<file path="src/rtl/laoc_pkg.sv">
// ----------------------------------------------------------------------------
// laoc_pkg
// Shared definitions for the lab memory path: default address/data widths
// (shared with the `memory` block), the default memory read latency, and the
// state encoding of the read sequencer FSM.
// ----------------------------------------------------------------------------
package laoc_pkg;

   // Memory geometry shared with the `memory` block (32 words of 8 bits).
   localparam int LAOC_ADDR_W     = 5;
   localparam int LAOC_DATA_W     = 8;

   // Rising edges from an address register update to the edge at which the
   // memory's data_out may be captured. Legal range 1..4.
   localparam int LAOC_RD_LATENCY = 2;

   // Width of the latency counter. It must hold the capture value
   // (RD_LATENCY-1, at most 3) plus the post-capture increment (at most 4).
   localparam int LAOC_LAT_W      = 3;

   // Sequencer states, 2-bit encoding.
   //   IDLE : waiting for start
   //   WAIT : address presented, counting down the read latency
   //   HOLD : word captured and offered downstream (out_valid=1)
   //   DONE : one-cycle completion state (done=1)
   typedef enum logic [1:0] {
      IDLE = 2'd0,
      WAIT = 2'd1,
      HOLD = 2'd2,
      DONE = 2'd3
   } state_t;

endpackage : laoc_pkg

</file>
<file path="src/rtl/mem_read_sequencer.sv">
// ----------------------------------------------------------------------------
// mem_read_sequencer
// Reads `count` consecutive words from the lab `memory` block starting at
// `base_addr`, one word at a time (no read pipelining), and hands each word to
// a downstream consumer over a valid/ready handshake.
//
// Handshake: out_valid is raised when a word is captured and stays high, with
// out_data and address frozen, until a rising edge sees out_ready=1. That edge
// is the transfer. out_ready is ignored while out_valid=0.
//
// Ports
//   clock      in   system clock, rising edge
//   reset      in   asynchronous active-high reset (aborts any read, no done)
//   start      in   request to begin a block read, sampled only in IDLE
//   base_addr  in   first word address, latched on accepted start
//   count      in   number of words (0 legal, may exceed memory size)
//   address    out  registered address to memory
//   mem_data   in   memory data_out
//   out_data   out  captured word
//   out_valid  out  out_data holds an unconsumed word
//   out_ready  in   consumer accepts out_data when out_valid & out_ready
//   busy       out  high from accepted start until DONE is left
//   done       out  one-cycle completion pulse
//   state      out  current FSM state, for observation only
// ----------------------------------------------------------------------------
module mem_read_sequencer
   import laoc_pkg::*;
#(
   parameter int ADDR_W     = LAOC_ADDR_W,
   parameter int DATA_W     = LAOC_DATA_W,
   parameter int RD_LATENCY = LAOC_RD_LATENCY
) (
   input  logic              clock,
   input  logic              reset,
   input  logic              start,
   input  logic [ADDR_W-1:0] base_addr,
   input  logic [ADDR_W:0]   count,
   output logic [ADDR_W-1:0] address,
   input  logic [DATA_W-1:0] mem_data,
   output logic [DATA_W-1:0] out_data,
   output logic              out_valid,
   input  logic              out_ready,
   output logic              busy,
   output logic              done,
   output state_t            state
);

   // Value of lat_cnt on the edge at which mem_data is captured.
   localparam logic [LAOC_LAT_W-1:0] LAT_LAST = LAOC_LAT_W'(RD_LATENCY - 1);

   logic [ADDR_W:0]       remaining;
   logic [LAOC_LAT_W-1:0] lat_cnt;

   always_ff @(posedge clock or posedge reset) begin
      if (reset) begin
         state     <= IDLE;
         address   <= '0;
         out_data  <= '0;
         out_valid <= 1'b0;
         busy      <= 1'b0;
         done      <= 1'b0;
         remaining <= '0;
         lat_cnt   <= '0;
      end else begin
         case (state)
            IDLE: begin
               if (start) begin
                  busy <= 1'b1;
                  if (count == '0) begin
                     // Empty block: complete straight away, memory untouched.
                     done  <= 1'b1;
                     state <= DONE;
                  end else begin
                     address   <= base_addr;
                     remaining <= count;
                     lat_cnt   <= '0;
                     state     <= WAIT;
                  end
               end
            end

            WAIT: begin
               // Counter keeps running on the capture edge; it is cleared
               // again whenever the next read is launched.
               lat_cnt <= lat_cnt + 1'b1;
               if (lat_cnt == LAT_LAST) begin
                  out_data  <= mem_data;
                  out_valid <= 1'b1;
                  state     <= HOLD;
               end
            end

            HOLD: begin
               if (out_ready) begin
                  out_valid <= 1'b0;
                  remaining <= remaining - 1'b1;
                  if (remaining == {{ADDR_W{1'b0}}, 1'b1}) begin
                     done  <= 1'b1;
                     state <= DONE;
                  end else begin
                     // Natural modulo-2^ADDR_W wrap; counts larger than the
                     // memory simply re-read the low addresses.
                     address <= address + 1'b1;
                     lat_cnt <= '0;
                     state   <= WAIT;
                  end
               end
            end

            DONE: begin
               // start is deliberately not looked at here.
               done  <= 1'b0;
               busy  <= 1'b0;
               state <= IDLE;
            end

            default: begin
               state <= IDLE;
            end
         endcase
      end
   end

endmodule : mem_read_sequencer

</file>
<file path="config.mk">
export PLATFORM = sky130hd
export DESIGN_NAME = mem_read_sequencer
export DESIGN_NICKNAME = d
export VERILOG_FILES = /design/src/rtl/laoc_pkg.sv /design/src/rtl/mem_read_sequencer.sv
export SDC_FILE = /design/constraint.sdc
export NUM_CORES = 1
export LEC_CHECK = 0
export CAP_MARGIN = 20
export CORE_MARGIN = 2
export CORE_UTILIZATION = 43
export DETAILED_ROUTE_END_ITERATION = 8
export PLACE_DENSITY = 0.76
export SETUP_SLACK_MARGIN = 0.15
export SYNTH_ARGS = -nofsm -noshare
export SYNTH_HDL_FRONTEND = slang
export SYNTH_SLANG_ARGS = --single-unit
</file>
<file path="constraint.sdc">
create_clock -name clock -period 1.75 [get_ports clock]
set_clock_uncertainty 0.2 [all_clocks]
set_input_delay 0.35 -clock clock [delete_from_list [all_inputs] [get_ports clock]]
set_output_delay 0.35 -clock clock [all_outputs]
set_load 0.05 [all_outputs]
</file>
After elaboration in Yosys (flattened, before gate mapping)
Index checks and enable logic that the tools add are counted.
W data, S select, Z words.
- flip-flop bits (word level): 27
- bits in latches: 0
- memory bits (writable): 0
- ROM bits: 0
- output and inout bits: 18
- logic and storage cells: 68
- memories: 0
- $add $sub $neg: 3
- $mul: 0
- divide/modulo/power cells: 0
- magnitude comparators: 0
- equality and inequality tests: 12
- shift operators: 0
- muxes and demuxes: 30
- bitwise gates (word level): 0
- reduce and logical (&&, ||, !) cells: 15
- operators by type and width (kind ; count):
    $mux W5 ; 4
    $mux W6 ; 3
    $reduce_and A5 Y1 ; 3
    $ne A2 B2 Y1 const B ; 7
    $mux W3 ; 4
    $pmux W6 S2 ; 1
    $mux W2 ; 5
    $pmux W5 S2 ; 1
    $pmux W3 S3 ; 1
    $pmux W2 S4 ; 1
    $mux W1 ; 7
    $eq A6 B1 Y1 const B ; 1
    $logic_not A6 Y1 ; 1
    $reduce_and A3 Y1 ; 2
    $reduce_bool A2 Y1 ; 3
    $reduce_bool A3 Y1 ; 2
    $sub A6 B1 Y6 const B ; 1
    $add A5 B1 Y5 const B ; 1
    $eq A2 B2 Y1 const B ; 2
    $pmux W1 S2 ; 2
    $reduce_and A2 Y1 ; 2
    $reduce_and A4 Y1 ; 1
    $add A3 B1 Y3 const B ; 1
    $eq A3 B1 Y1 const B ; 1
    other kinds (3) ; 3

Logic depth before layout (Yosys ltp)
- word-level depth: 4
- mapped depth: 7

Worst setup path before layout
Ideal clock, no wire load.
- kind: reg-to-reg
- from: reg state[1]
- to: reg out_data[0]
- library setup time: 125 ps
- data arrival time: 1873 ps
- data required time: 1425 ps
- setup slack: -447 ps
- cell stages (with the launch flop): 6
- buffers on the path: 1
- period minus slack after synthesis: 2197 ps
- path through: dfrtp_1 inv_1 clkbuf_1 nand2_1 nor2_2 mux2_2
- word-level cells in the longest chain between the ends: 2
- RTL lines (element ; RTL line ; text):
    start: declaration ; mem_read_sequencer.sv:45 ; output state_t state
    start signal: assignment ; mem_read_sequencer.sv:56 ; state <= IDLE;
    start signal: assignment ; mem_read_sequencer.sv:72 ; state <= DONE;
    start signal: assignment ; mem_read_sequencer.sv:77 ; state <= WAIT;
    $eq A2 B1 Y1 ; mem_read_sequencer.sv:65 ; case (state)
    $reduce_and A2 Y1 (no source line) ; -- ;
    end signal: assignment ; mem_read_sequencer.sv:87 ; out_data <= mem_data;
    end: declaration ; mem_read_sequencer.sv:40 ; output logic [DATA_W-1:0] out_data,
Every way passes these cells.
A chain may end at the register's enable or synchronous reset.

Worst setup path after layout
- from: in count[3]
- to: reg remaining[3]
- word-level cells in the longest chain between the ends: 3
- RTL lines (element ; RTL line ; text):
    start: declaration ; mem_read_sequencer.sv:37 ; input logic [ADDR_W:0] count,
    $logic_not A6 Y1 or $mux W6 (tied branches) ; mem_read_sequencer.sv:69 ; if (count == '0) begin
    $ne A2 B2 Y1 (no source line) or $mux W6 (tied branches) ; -- ;
    $reduce_and A4 Y1 (no source line) or $pmux W6 S2 (tied branches) ; -- ;
    end signal: assignment ; mem_read_sequencer.sv:75 ; remaining <= count;
    end signal: assignment ; mem_read_sequencer.sv:96 ; remaining <= remaining - 1'b1;
    end: declaration ; mem_read_sequencer.sv:51 ; logic [ADDR_W:0] remaining;
Parallel ways exist; a longest one is shown, timed or not. The select of a mux whose other input is x is not followed.

==> flow_summary.yaml <==
die:
  start_util_pct: 44.1
  die-area_um2: 3880
  fp.dieH_um: 62.3
  core-area_um2: 3310
  rows: 21
  die_w_um: 62.3
  ios: 41
outcome:
  outcome: "finished, violations left"
  violations: "setup timing"
cts:
  cts_tree: "done"
  cts_root_buffer: "clkbuf_4"
  clk_pin_slew_ps: 160
  clock_sinks: 27
  clk_latency_ps: 330
  htree_levels: 1
  numCtsBuffers: 3
  ctsHoldBuffers: 0
  clk_path_buf_depth: 2
worst_setup_path:
  start_kind: "input pin"
  crit_type: "in2reg"
  crit_path_end_kind: "flip-flop"
  timing.critical_path.buf_inv: 2
  crit_slowest_cell: "or4_4"
  r2r_slack_ps: -60
  crit_path_cell_trace: "buf_6 > or4_4 > o311ai_4 > buf_6 > a21oi_4 > and4_1 > nor3_2"
  cp_max_fo: 5
  path_delay_family: "simple AND/OR/NAND/NOR gates"
  critPathMaxStageDelay_ps: 540
  worst_path_most_repeated_cell: "buf_6"
  worst_ep_required_time_ps: 1810
  worstPathArrival_ps: 1930
power_and_ir_drop:
  ir_drop_v: 0.00125
  power.density_nw_per_um2: 2120
  p_leak_nw: 1.17
logic_synthesis:
  synth_top_area_share_pct: 46.2
  seq_area_frac_synth_pct: 46.2
  synth_area_per_cell_um2: 10.4
  synth_flop_cell: "dfrtp_1"
  synth-edff-count: 0
  ys_async_sr_fraction_pct: 100
  netlist_area_um2: 1460
  synth_cells: 141
  ys_ff_latch: 27
  synth_area_leaders: "dfrtp_1, mux2_2, ha_1"
  yosysTopAreaCell: "dfrtp_1"
  synth_nets: 169
  ys_types: 37
  yosys_warnings: 0
detailed_routing:
  avgViaCountPerCell: 5.63
  drt-initial-drc-count: 115
  totalWireLength_mm: 5.07
  wl_per_cell_um: 18.8
  drtPass1Iterations: 4
  drcViolationCount: 0
  vias: 1520
  final_antenna_net_count: 0
final_layout:
  mostFrequentLayoutCells: "buf_4, dfrtp_1, buf_12"
  layout_commonest_cell: "buf_4"
  finish.utilization_pct: 81.0
  diodes: 0
  area_growth_pct: 83.5
  fin_nets: 253
  drive_above_1_share_pct: 49.1
  postLayoutCellArea_um2: 2680
global_route:
  gr-total-overflow: 0
  grt_antenna_before_repair: 0
  first_global_vias: 1586
  grt_usage_pct: 25.5
  grt_pass1_wl_mm: 7.90
  grt_start_max_net_pins: 28
placed_design:
  gp_congestion: 0.873
  portBuffers: 40
  placed_area_um2: 2290
  dp_hpwl_mm: 2.98
timing:
  slew_violations: 0
  finalCritPeriodShare_pct: 107
  fmax_mhz: 534
  fin_hold_ws_ps: 135
  rsz0062_at_grt: "yes"
  finalSetupViolations: 9
  slew_headroom_pct: 76.0
  fin_crit_ps: 1870
  hold_viol_final: 0
  fin_ws_ps: -123
  tightestPinTransition_ps: 359
job:
  maxCapViolations: 0
min_path:
  hold_path.class: "in2reg"
final timing paths:
check	start	end	depth (start not counted)
setup / recovery	count[3]	remaining[3]$_DFFE_PP0P_	7
setup reg to reg	remaining[0]$_DFFE_PP0P_	remaining[3]$_DFFE_PP0P_	6
hold reg to reg	out_valid$_DFFE_PP0P_	out_valid$_DFFE_PP0P_	1
max in group asynchronous	reset	state[0]$_DFFE_PP0P_	3
hold / removal	count[4]	remaining[4]$_DFFE_PP0P_	3
min in group asynchronous	reset	out_data[2]$_DFFE_PP0P_	3
area by class of cell:
cell class | instances | area, um2
clock buffer | 3 | 22.5
clock inverter | 1 | 7.51
fill | 211 | 629
inverter | 7 | 28.8
multi-input combinational | 102 | 896
sequential | 27 | 682
tap | 46 | 57.6
timing repair buffer | 84 | 987
where the power goes:
| group | internal [W] | switching (W) | leakage, nW |
|---|---|---|---|
| combinational | 0.00211 | 0.00193 | 0.838 |
| clock | 0.0000874 | 0.000205 | 0.0139 |
| sequential | 0.000945 | 0.000420 | 0.319 |
kinds of logic after synthesis:
kind of cell	share of synthesized area, %
adder cells (fa/ha/maj)	4.28
AND/OR/NAND/NOR	19.4
AO/OA/AOI/OAI	15.9
XOR/XNOR	0.599
buffers and inverters	4.62
multiplexers	8.90
flip-flops	46.2
metal layers:
layer	share of wire (%)	vias to the layer above	global-route usage [%]
met5	0	-	0
met4	2.3	0	7.78
met3	4.9	15	3.80
met2	54	71	47.3
met1	39	750	30.4
li1	-	684	-
synth_stat cells, drive strengths merged, types with 4 or more instances:
cell and count:
nand3 5, nor3 12, a21oi 6, nor2 4, mux2i 4, inv 7
mux2 8, ha 5, dfrtp 27, o21ai 10, o22ai 4, nand2 14
o32ai 4
tightest hold or removal path, cell delays in order:
cell and delay (ps):
buf_2 90, nor3_1 50, nor3_2 130
repair_timing:
item,4_1_cts,5_1_grt
endpoints found under the setup margin,26,29
pin swaps,9,13
gates resized for setup,34,24
cloned,2,0
buffers inserted,12,6
through the flow:
step | total power (W) | instances | setup slack [ps] | TNS [ps]
6_report | 0.00570 | 270 | -123 | -534
5_1_grt | 0.00594 | 270 | -145 | -909
4_1_cts | 0.00525 | 264 | -75.0 | -312
3_5_place_dp | 0.00449 | 246 | -802 | -11020
3_3_place_gp | 0.00437 | 246 | -757 | -9950
2_1_floorplan | 0.00302 | 141 | -298 | -1920
registers in the layout, summed over array words and instances, names as in the netlist:
register   flops
lat_cnt        3
out_data       8
state          2
address        5
out_valid      1
done           1
remaining      6
busy           1
No activity file was read; power rests on OpenSTA's default activity.
